[src/rtl/mem_bus_arbiter_pkg.sv]
// Shared types for the data-memory arbiter.
// Contents: FSM state encoding, requester (owner) encoding and bus widths.
package mem_bus_arbiter_pkg;

  localparam int unsigned ADDR_W = 32;
  localparam int unsigned DATA_W = 32;

  typedef enum logic [1:0] {
    IDLE   = 2'd0,
    ACCESS = 2'd1,
    WAIT   = 2'd2
  } arb_state_e;

  typedef enum logic {
    OWN_CPU = 1'b0,
    OWN_VGA = 1'b1
  } owner_e;

endpackage

[src/rtl/mem_bus_arbiter_if.sv]
// Bundle of the CPU port, VGA refresh port and memory-decoder port of the
// data-memory arbiter.
//   slave  : arbiter view (takes requests, drives grants/responses/strobes)
//   master : environment view (CPU, VGA reader, decoder and bank mux)
interface mem_bus_arbiter_if;
  import mem_bus_arbiter_pkg::*;

  // CPU data port
  logic              cpu_req;
  logic              cpu_we;
  logic [ADDR_W-1:0] cpu_addr;
  logic [DATA_W-1:0] cpu_wdata;
  logic              cpu_gnt;
  logic              cpu_rvalid;
  logic [DATA_W-1:0] cpu_rdata;
  logic              cpu_err;

  // VGA refresh read port
  logic              vga_req;
  logic [ADDR_W-1:0] vga_addr;
  logic              vga_gnt;
  logic              vga_rvalid;
  logic [DATA_W-1:0] vga_rdata;
  logic              vga_err;

  // Decoder / bank side
  logic              mem_read;
  logic              mem_write;
  logic [ADDR_W-1:0] mem_addr;
  logic [DATA_W-1:0] mem_wdata;
  logic [DATA_W-1:0] mem_rdata;
  logic              mem_invalid;

  modport slave (
    input  cpu_req, cpu_we, cpu_addr, cpu_wdata,
    output cpu_gnt, cpu_rvalid, cpu_rdata, cpu_err,
    input  vga_req, vga_addr,
    output vga_gnt, vga_rvalid, vga_rdata, vga_err,
    output mem_read, mem_write, mem_addr, mem_wdata,
    input  mem_rdata, mem_invalid
  );

  modport master (
    output cpu_req, cpu_we, cpu_addr, cpu_wdata,
    input  cpu_gnt, cpu_rvalid, cpu_rdata, cpu_err,
    output vga_req, vga_addr,
    input  vga_gnt, vga_rvalid, vga_rdata, vga_err,
    input  mem_read, mem_write, mem_addr, mem_wdata,
    output mem_rdata, mem_invalid
  );

endinterface

[src/rtl/mem_bus_arbiter_arb_pick2.sv]
// Two-way combinational pick between CPU and VGA.
//   cpu_req, vga_req : live requests
//   last_owner       : owner of the previous pick
//   valid            : at least one request present
//   owner            : chosen requester
// RR_ENABLE=1 alternates on a tie; RR_ENABLE=0 gives the CPU fixed priority.
module arb_pick2
  import mem_bus_arbiter_pkg::*;
#(
  parameter bit RR_ENABLE = 1'b1
) (
  input  logic   cpu_req,
  input  logic   vga_req,
  input  owner_e last_owner,
  output logic   valid,
  output owner_e owner
);

  always_comb begin
    valid = cpu_req | vga_req;
    owner = OWN_CPU;
    if (cpu_req && vga_req) begin
      if (RR_ENABLE && (last_owner == OWN_CPU)) owner = OWN_VGA;
    end else if (vga_req) begin
      owner = OWN_VGA;
    end
  end

endmodule

[src/rtl/mem_bus_arbiter.sv]
// Sequential arbiter sharing the data-memory path between the CPU data port
// and the VGA refresh reader. One access at a time: IDLE samples requests,
// ACCESS drives the decoder strobes for one cycle, WAIT captures read data,
// and the owner's rvalid pulses in the following IDLE cycle.
//   clk, rst : system clock, asynchronous active-high reset
//   bus      : CPU / VGA / decoder signals (slave view)
module mem_bus_arbiter
  import mem_bus_arbiter_pkg::*;
#(
  parameter bit RR_ENABLE = 1'b1
) (
  input logic             clk,
  input logic             rst,
  mem_bus_arbiter_if.slave bus
);

  arb_state_e        state_q, state_d;
  owner_e            owner_q, owner_d;
  owner_e            last_owner_q, last_owner_d;
  logic [ADDR_W-1:0] issue_addr_q, issue_addr_d;
  logic [DATA_W-1:0] issue_wdata_q, issue_wdata_d;
  logic              issue_we_q, issue_we_d;
  logic              err_q, err_d;
  logic              cpu_rvalid_q, cpu_rvalid_d;
  logic              vga_rvalid_q, vga_rvalid_d;
  logic [DATA_W-1:0] cpu_rdata_q, cpu_rdata_d;
  logic [DATA_W-1:0] vga_rdata_q, vga_rdata_d;
  logic              cpu_err_q, cpu_err_d;
  logic              vga_err_q, vga_err_d;

  logic              pick_valid;
  owner_e            pick_owner;
  logic [DATA_W-1:0] resp_data;

  arb_pick2 #(.RR_ENABLE(RR_ENABLE)) u_pick (
    .cpu_req    (bus.cpu_req),
    .vga_req    (bus.vga_req),
    .last_owner (last_owner_q),
    .valid      (pick_valid),
    .owner      (pick_owner)
  );

  always_comb begin
    state_d       = state_q;
    owner_d       = owner_q;
    last_owner_d  = last_owner_q;
    issue_addr_d  = issue_addr_q;
    issue_wdata_d = issue_wdata_q;
    issue_we_d    = issue_we_q;
    err_d         = err_q;
    cpu_rdata_d   = cpu_rdata_q;
    vga_rdata_d   = vga_rdata_q;
    cpu_rvalid_d  = 1'b0;
    vga_rvalid_d  = 1'b0;
    cpu_err_d     = 1'b0;
    vga_err_d     = 1'b0;
    // Writes and rejected addresses return zero rather than bank data.
    resp_data     = (issue_we_q || err_q) ? '0 : bus.mem_rdata;

    case (state_q)
      IDLE: begin
        if (pick_valid) begin
          state_d      = ACCESS;
          owner_d      = pick_owner;
          last_owner_d = pick_owner;
          if (pick_owner == OWN_CPU) begin
            issue_addr_d  = bus.cpu_addr;
            issue_we_d    = bus.cpu_we;
            issue_wdata_d = bus.cpu_wdata;
          end else begin
            // VGA only reads; mem_wdata keeps its last CPU value.
            issue_addr_d = bus.vga_addr;
            issue_we_d   = 1'b0;
          end
        end
      end
      ACCESS: begin
        err_d   = bus.mem_invalid;
        state_d = WAIT;
      end
      WAIT: begin
        state_d = IDLE;
        if (owner_q == OWN_CPU) begin
          cpu_rdata_d  = resp_data;
          cpu_rvalid_d = 1'b1;
          cpu_err_d    = err_q;
        end else begin
          vga_rdata_d  = resp_data;
          vga_rvalid_d = 1'b1;
          vga_err_d    = err_q;
        end
      end
      default: state_d = IDLE;
    endcase
  end

  always_ff @(posedge clk or posedge rst) begin
    if (rst) begin
      state_q       <= IDLE;
      owner_q       <= OWN_CPU;
      last_owner_q  <= OWN_VGA;
      issue_addr_q  <= '0;
      issue_wdata_q <= '0;
      issue_we_q    <= 1'b0;
      err_q         <= 1'b0;
      cpu_rvalid_q  <= 1'b0;
      vga_rvalid_q  <= 1'b0;
      cpu_rdata_q   <= '0;
      vga_rdata_q   <= '0;
      cpu_err_q     <= 1'b0;
      vga_err_q     <= 1'b0;
    end else begin
      state_q       <= state_d;
      owner_q       <= owner_d;
      last_owner_q  <= last_owner_d;
      issue_addr_q  <= issue_addr_d;
      issue_wdata_q <= issue_wdata_d;
      issue_we_q    <= issue_we_d;
      err_q         <= err_d;
      cpu_rvalid_q  <= cpu_rvalid_d;
      vga_rvalid_q  <= vga_rvalid_d;
      cpu_rdata_q   <= cpu_rdata_d;
      vga_rdata_q   <= vga_rdata_d;
      cpu_err_q     <= cpu_err_d;
      vga_err_q     <= vga_err_d;
    end
  end

  // Grants and strobes decode straight from the state register so that an
  // asynchronous reset drops them in the same cycle.
  assign bus.cpu_gnt    = (state_q == ACCESS) && (owner_q == OWN_CPU);
  assign bus.vga_gnt    = (state_q == ACCESS) && (owner_q == OWN_VGA);
  assign bus.mem_read   = (state_q == ACCESS) && !issue_we_q;
  assign bus.mem_write  = (state_q == ACCESS) && issue_we_q;
  assign bus.mem_addr   = issue_addr_q;
  assign bus.mem_wdata  = issue_wdata_q;
  assign bus.cpu_rvalid = cpu_rvalid_q;
  assign bus.cpu_rdata  = cpu_rdata_q;
  assign bus.cpu_err    = cpu_err_q;
  assign bus.vga_rvalid = vga_rvalid_q;
  assign bus.vga_rdata  = vga_rdata_q;
  assign bus.vga_err    = vga_err_q;

endmodule

[src/flat_wrapper.sv]
// flat-port wrapper written by rule: the top's interface ports become plain ports
module mem_bus_arbiter_flat import mem_bus_arbiter_pkg::*;
#(
  parameter bit RR_ENABLE = 1'b1
)
  (clk, rst, bus_cpu_req, bus_cpu_we, bus_cpu_addr, bus_cpu_wdata, bus_cpu_gnt, bus_cpu_rvalid, bus_cpu_rdata, bus_cpu_err, bus_vga_req, bus_vga_addr, bus_vga_gnt, bus_vga_rvalid, bus_vga_rdata, bus_vga_err, bus_mem_read, bus_mem_write, bus_mem_addr, bus_mem_wdata, bus_mem_rdata, bus_mem_invalid);
  mem_bus_arbiter_if bus_i ();
  input logic clk;
  input logic rst;
  input wire logic [$bits(bus_i.cpu_req)-1:0] bus_cpu_req;
  input wire logic [$bits(bus_i.cpu_we)-1:0] bus_cpu_we;
  input wire logic [$bits(bus_i.cpu_addr)-1:0] bus_cpu_addr;
  input wire logic [$bits(bus_i.cpu_wdata)-1:0] bus_cpu_wdata;
  output wire logic [$bits(bus_i.cpu_gnt)-1:0] bus_cpu_gnt;
  output wire logic [$bits(bus_i.cpu_rvalid)-1:0] bus_cpu_rvalid;
  output wire logic [$bits(bus_i.cpu_rdata)-1:0] bus_cpu_rdata;
  output wire logic [$bits(bus_i.cpu_err)-1:0] bus_cpu_err;
  input wire logic [$bits(bus_i.vga_req)-1:0] bus_vga_req;
  input wire logic [$bits(bus_i.vga_addr)-1:0] bus_vga_addr;
  output wire logic [$bits(bus_i.vga_gnt)-1:0] bus_vga_gnt;
  output wire logic [$bits(bus_i.vga_rvalid)-1:0] bus_vga_rvalid;
  output wire logic [$bits(bus_i.vga_rdata)-1:0] bus_vga_rdata;
  output wire logic [$bits(bus_i.vga_err)-1:0] bus_vga_err;
  output wire logic [$bits(bus_i.mem_read)-1:0] bus_mem_read;
  output wire logic [$bits(bus_i.mem_write)-1:0] bus_mem_write;
  output wire logic [$bits(bus_i.mem_addr)-1:0] bus_mem_addr;
  output wire logic [$bits(bus_i.mem_wdata)-1:0] bus_mem_wdata;
  input wire logic [$bits(bus_i.mem_rdata)-1:0] bus_mem_rdata;
  input wire logic [$bits(bus_i.mem_invalid)-1:0] bus_mem_invalid;
  assign bus_i.cpu_req = bus_cpu_req;
  assign bus_i.cpu_we = bus_cpu_we;
  assign bus_i.cpu_addr = bus_cpu_addr;
  assign bus_i.cpu_wdata = bus_cpu_wdata;
  assign bus_cpu_gnt = bus_i.cpu_gnt;
  assign bus_cpu_rvalid = bus_i.cpu_rvalid;
  assign bus_cpu_rdata = bus_i.cpu_rdata;
  assign bus_cpu_err = bus_i.cpu_err;
  assign bus_i.vga_req = bus_vga_req;
  assign bus_i.vga_addr = bus_vga_addr;
  assign bus_vga_gnt = bus_i.vga_gnt;
  assign bus_vga_rvalid = bus_i.vga_rvalid;
  assign bus_vga_rdata = bus_i.vga_rdata;
  assign bus_vga_err = bus_i.vga_err;
  assign bus_mem_read = bus_i.mem_read;
  assign bus_mem_write = bus_i.mem_write;
  assign bus_mem_addr = bus_i.mem_addr;
  assign bus_mem_wdata = bus_i.mem_wdata;
  assign bus_i.mem_rdata = bus_mem_rdata;
  assign bus_i.mem_invalid = bus_mem_invalid;
  mem_bus_arbiter #(.RR_ENABLE(RR_ENABLE)) u_core (.clk(clk), .rst(rst), .bus(bus_i));
endmodule
[config.mk]
export PLATFORM = sky130hd
export DESIGN_NAME = mem_bus_arbiter_flat
export DESIGN_NICKNAME = d
export VERILOG_FILES = /design/src/rtl/mem_bus_arbiter_pkg.sv /design/src/rtl/mem_bus_arbiter_if.sv /design/src/rtl/mem_bus_arbiter_arb_pick2.sv /design/src/rtl/mem_bus_arbiter.sv /design/src/flat_wrapper.sv
export SDC_FILE = /design/constraint.sdc
export NUM_CORES = 1
export LEC_CHECK = 0
export CORE_MARGIN = 10
export CORE_UTILIZATION = 42
export CTS_BUF_LIST = sky130_fd_sc_hd__clkbuf_4
export CTS_CLUSTER_DIAMETER = 60
export DETAILED_ROUTE_END_ITERATION = 16
export PLACE_DENSITY = 0.83
export SLEW_MARGIN = 20
export SYNTH_ARGS = -nofsm -noshare
export SYNTH_HDL_FRONTEND = slang
export SYNTH_SLANG_ARGS = --single-unit
[constraint.sdc]
create_clock -name clk -period 5.4 [get_ports clk]
set_clock_uncertainty 0.2 [all_clocks]
set_input_delay 0.81 -clock clk [delete_from_list [all_inputs] [get_ports clk]]
set_output_delay 0.81 -clock clk [all_outputs]
set_load 0.005 [all_outputs]
## Word-level counts from Yosys, hierarchy flattened

Cells that the tools add are included.

| storage, ports and cells | value |
|---|---|
| bits in registers | 138 |
| bits of input ports | 134 |
| output and inout bits | 136 |
| word-level logic and storage cells | 47 |

| operators by class | value |
|---|---|
| equal/unequal tests | 3 |
| multiplexer cells | 16 |
| bitwise gates (word level) | 3 |
| reduce and logical (&&, ||, !) cells | 12 |

Operator list:

| kind | number |
|---|---|
| two-way mux 32 bit | 2 |
| two-way mux 1 bit | 12 |
| AND reduction 2 bit | 3 |
| logical AND 1 bit | 5 |
| case mux 2 bit (2 select lines) | 1 |
| AND reduction 3 bit | 1 |
| == test 2 x 1 -> 1 bit, second input constant | 1 |
| == test 2 bit, second input constant | 1 |
| zero test 2 bit | 1 |
| two-way mux 2 bit | 1 |
| != test 2 x 1 -> 1 bit, second input constant | 1 |
| NOT 1 bit | 2 |
| zero test 1 bit | 1 |
| logical OR 1 bit | 1 |
| bitwise OR 1 bit | 1 |

## Logic depth before layout (Yosys ltp)

| depth | value |
|---|---|
| depth after elaboration | 4 |
| gate-level depth with buffers | 5 |
| gate-level depth less buffers | 4 |

## Modules after synthesis

A second synthesis with hierarchy kept.

| unflattened totals | value |
|---|---|
| cell total of the unflattened synthesis | 376 |
| area total of the unflattened synthesis | 5875.6 um^2 |

Modules (own cells, without submodules):

| module | instances | cells each | area an instance (um^2) |
|---|---|---|---|
| mem_bus_arbiter | 1 | 374 | 5861.9 |
| arb_pick2 | 1 | 2 | 13.8 |

## Worst setup path after synthesis

OpenSTA, ideal clock, no wires.

| path | value |
|---|---|
| path kind | input port to flip-flop |
| start | input port bus_vga_req |
| end | register u_core.issue_wdata_q[10] (netlist: u_core.bus.mem_wdata[10]) |
| setup time | 0.125 ns |
| arrival | 1.630 ns |
| required time | 5.075 ns |
| path slack | 3.445 ns |
| stages | 5 |
| path through | nand2b_1 -> and3_4 -> buf_6 -> buf_6 -> mux2_2 |

| on the way | value |
|---|---|
| longest elaborated chain between the ends | 4 |
| elaborated cells between the ends (all ways) | 6 |
| classes of those cells | mux: 2; bitwise: 2; reduce/logical: 2 |

Ends and longest elaborated chain:

| element | line | source |
|---|---|---|
| start, declared | flat_wrapper.sv:18 | `input wire logic [$bits(bus_i.vga_req)-1:0] bus_vga_req;` |
| two-way mux 1 bit or logical AND 1 bit (tied branches) | mem_bus_arbiter_arb_pick2.sv:24, mem_bus_arbiter_arb_pick2.sv:22 |  |
| two-way mux 1 bit | mem_bus_arbiter_arb_pick2.sv:22 | `if (cpu_req && vga_req) begin` |
| NOT 1 bit (no line) | -- |  |
| AND reduction 3 bit (no line) * | -- |  |
| end signal, assigned | mem_bus_arbiter.sv:117 | `issue_wdata_q <= issue_wdata_d;` |
| end, declared | mem_bus_arbiter.sv:21 | `logic [DATA_W-1:0] issue_wdata_q, issue_wdata_d;` |

Mark *: on every way between the ends. The rest lies on a longest branch, timed or not.
A chain may end at the register's enable or synchronous reset.

## Worst setup path after layout

| path | value |
|---|---|
| start | register u_core.state_q[1] |
| end | output port bus_mem_write |

| on the way | value |
|---|---|
| longest elaborated chain between the ends | 2 |

Ends and longest elaborated chain:

| element | line | source |
|---|---|---|
| start, declared | mem_bus_arbiter.sv:17 | `arb_state_e state_q, state_d;` |
| start signal, assigned | mem_bus_arbiter.sv:113 | `state_q <= state_d;` |
| == test 2 x 1 -> 1 bit | mem_bus_arbiter.sv:134 | `assign bus.mem_write = (state_q == ACCESS) && issue_we_q;` |
| logical AND 1 bit | mem_bus_arbiter.sv:134 |  |
| end, declared | flat_wrapper.sv:25 | `output wire logic [$bits(bus_i.mem_write)-1:0] bus_mem_write;` |

No other way between the ends.

==> impl_metrics.ini <==
[run_status]
status = finished, final reports clean

[power]
finalPower_uw = 4770
vdd_ir_drop_max_mv = 0.346
cellLeakagePower_uw = 0.00364
cellPowerDensity_nw_per_um2 = 561

[setup_path]
crit_chain = nand2b_1, inv_1, and2_1, clkdlybuf4s50_1
worst-endpoint-arrival_ps = 1950
critical-path-slowest-cell = sky130_fd_sc_hd__clkdlybuf4s50_1
critical_path.endpoint_type = output port
timing_worst_setup_path_type = reg -> out
cp_slowest_stage_delay_ps = 540
critPathMaxFanout = 5
worstPathRequired_ps = 4390
crit_path_start_kind = register
worst_path_dominant_cell_family = buffers and inverters
timing.critical_path.buf_inv = 2

[sta]
timing.final.crit_period_ps = 2960
final.period_utilization_pct = 54.9
timing.max_slew.rel_slack_pct = 46.4
final_count_of_pins_violating_max_slew = 0
fin_hold_ws_ps = 292
setup_repair_after_global_routing_missed_its_margin = no
finalSetupTns_ps = 0
max_freq_mhz = 337
setup_slack_ps = 2440
setup_violations_final = 0
worstMarginPinSlew_ps = 804
number_of_hold_violations_in_the_final_report = 0

[finish]
final_net_count = 849
most_common_cell_after_layout_fill_and_taps_aside = sky130_fd_sc_hd__clkdlybuf4s50_1
synthToLayoutAreaGrowth_pct = 56.3
layout.cells.most_common_list = sky130_fd_sc_hd__clkdlybuf4s50_1, sky130_fd_sc_hd__dfrtp_1, sky130_fd_sc_hd__nand2_1, sky130_fd_sc_hd__o21ai_0
diodes = 0
post_route_cells_drive_above_1_share_pct = 9.92

[route]
wl_per_cell_um = 19.4
drt_pass1_iterations = 5
drt_first_iter_violations = 259
totalWireLength_um = 17400
ant_nets = 0
dr_total_vias = 4574
viasPerCell = 5.09
drcViolationCount = 0

[place]
globalplace.congestion = 0.801
port_buffers = 269
post-place-ws_ps = 2500
sum_of_net_half_perimeters_after_detailed_placement_um = 13300

[floorplanning]
die_width_um = 134
rows = 41
ios = 270
chipHeight_um = 134
core_area_um2 = 12700
floorplan.die_area_um2 = 17900
initial_core_util_pct = 42.9

[cts]
cts_setup_buffers = 0
cts-resized-gates = 0
insertion_delay_ps = 530
clockBufferDepth = 2
cts_root_buffer = sky130_fd_sc_hd__clkbuf_4
cts.sinks = 138
h-tree-depth = 4
cts_hold_buffers = 0
cts_tree = built
numCtsBuffers = 17
cts.clk_slew.worst_paths_ps = 120

[grt]
grtUsageTotal_pct = 19.3
grt_first_pass_wirelength_um = 27300
grt_antenna_before_repair = 0
grt_pass1_vias = 4963
grt-ovfl-total = 0
grt_max_degree = 113

[synth]
synth_seq_cells = 138
mappedNetlistArea_um2 = 5440
syn_nets = 592
yosysSeqAreaShare_pct = 63.5
synthCells = 458
postSynthAreaPerCell_um2 = 11.9
synth_cell_types = 22
ys.warnings.count = 0

[job]
maxCapViolCount = 0

[worst_hold_path]
worst_hold_path_type = reg -> reg
==> state kept, by name, summed over array words and instances, names as in the netlist, 2 cells and up <==
name / count
u_core.bus.mem_addr: 32
u_core.state_q: 2
u_core.bus.cpu_rdata: 32
u_core.bus.vga_rdata: 32
u_core.bus.mem_wdata: 32
==> Yosys cell counts <==
| cell type | number | area share (%) |
|---|---|---|
| sky130_fd_sc_hd__mux2_2 | 32 | 6.6 |
| sky130_fd_sc_hd__nand3b_1 | 1 | 0.14 |
| sky130_fd_sc_hd__and3_4 | 1 | 0.21 |
| sky130_fd_sc_hd__and3_1 | 1 | 0.12 |
| sky130_fd_sc_hd__nor2_1 | 7 | 0.48 |
| sky130_fd_sc_hd__a221o_1 | 32 | 5.9 |
| sky130_fd_sc_hd__inv_1 | 6 | 0.41 |
| sky130_fd_sc_hd__buf_6 | 10 | 2.1 |
| sky130_fd_sc_hd__dfstp_2 | 1 | 0.48 |
| sky130_fd_sc_hd__o21ai_0 | 60 | 5.5 |
| sky130_fd_sc_hd__clkbuf_1 | 10 | 0.69 |
| sky130_fd_sc_hd__or2_1 | 1 | 0.12 |
| sky130_fd_sc_hd__o21a_1 | 32 | 4.4 |
| sky130_fd_sc_hd__and2_1 | 2 | 0.23 |
| sky130_fd_sc_hd__buf_2 | 15 | 1.4 |
| sky130_fd_sc_hd__nand2_1 | 98 | 6.8 |
| sky130_fd_sc_hd__a22o_1 | 1 | 0.16 |
| sky130_fd_sc_hd__nand2b_1 | 2 | 0.23 |
| sky130_fd_sc_hd__or3b_1 | 1 | 0.16 |
| sky130_fd_sc_hd__a21o_1 | 2 | 0.28 |
| sky130_fd_sc_hd__o21ai_1 | 6 | 0.55 |
| sky130_fd_sc_hd__dfrtp_1 | 137 | 63 |
==> area by class of cell <==
class                      count  area [um^2]
clock inverter                13          178
inverter                       6         30.0
timing repair buffer         273         2740
sequential                   138         3450
clock buffer                  17          128
multi-input combinational    279         1750
fill                         937         4180
tap                          172          215
==> metrics by stage <==
step	area [um^2]	instances	utilization (%)
3_3_place_gp	8150	867	64.3
2_1_floorplan	5440	458	-
6_report	8500	898	67.0
5_1_grt	8500	898	67.0
3_5_place_dp	8190	868	64.6
4_1_cts	8490	898	67.0
==> power by group <==
group | switching (uW) | leakage, uW | internal (uW)
logic | 917 | 0.00174 | 1330
registers | 270 | 0.00174 | 1520
clock network | 367 | 0.000165 | 360
==> path summary, 6_finish.rpt <==
path                            slack (ps)                      from  cells after the start                       end
worst min register to register         290  u_core.bus.cpu_rdata[22]                      2  u_core.bus.cpu_rdata[22]
worst max register to register        3180         u_core.state_q[0]                      3  u_core.bus.mem_wdata[10]
worst min-delay path                   290  u_core.bus.cpu_rdata[22]                      2  u_core.bus.cpu_rdata[22]
min in group asynchronous              620                       rst                      2  u_core.bus.mem_wdata[17]
worst max-delay path                  2440         u_core.state_q[1]                      4             bus_mem_write
max in group asynchronous             3490                       rst                      3   u_core.bus.vga_rdata[4]
==> cell families (layout without fill, tap and decap cells) <==
logic type / Yosys count / in the layout / share of synthesized area, %
multiplexers: 32 / 32 / 6.63
AND/OR/NAND/NOR: 114 / 114 / 8.45
AO/OA/AOI/OAI: 133 / 133 / 16.8
flip-flops: 138 / 138 / 63.5
buffers and inverters: 41 / 309 / 4.56
==> per-layer routing <==
layer / up-vias / global-route usage (%) / wire (um)
met5: - / 0 / 0
met4: 0 / 6.59 / 327
met3: 23 / 9.41 / 1730
met2: 208 / 33.1 / 8930
met1: 2226 / 20.2 / 6420
li1: 2117 / - / -
==> worst register-to-register path: cells and delay by family, from the launching register on <==
kind          cells  cell delay [ps]
simple gates      2             1040
flops             1              430
mux               1              430
No activity file was read; power rests on OpenSTA's default activity.
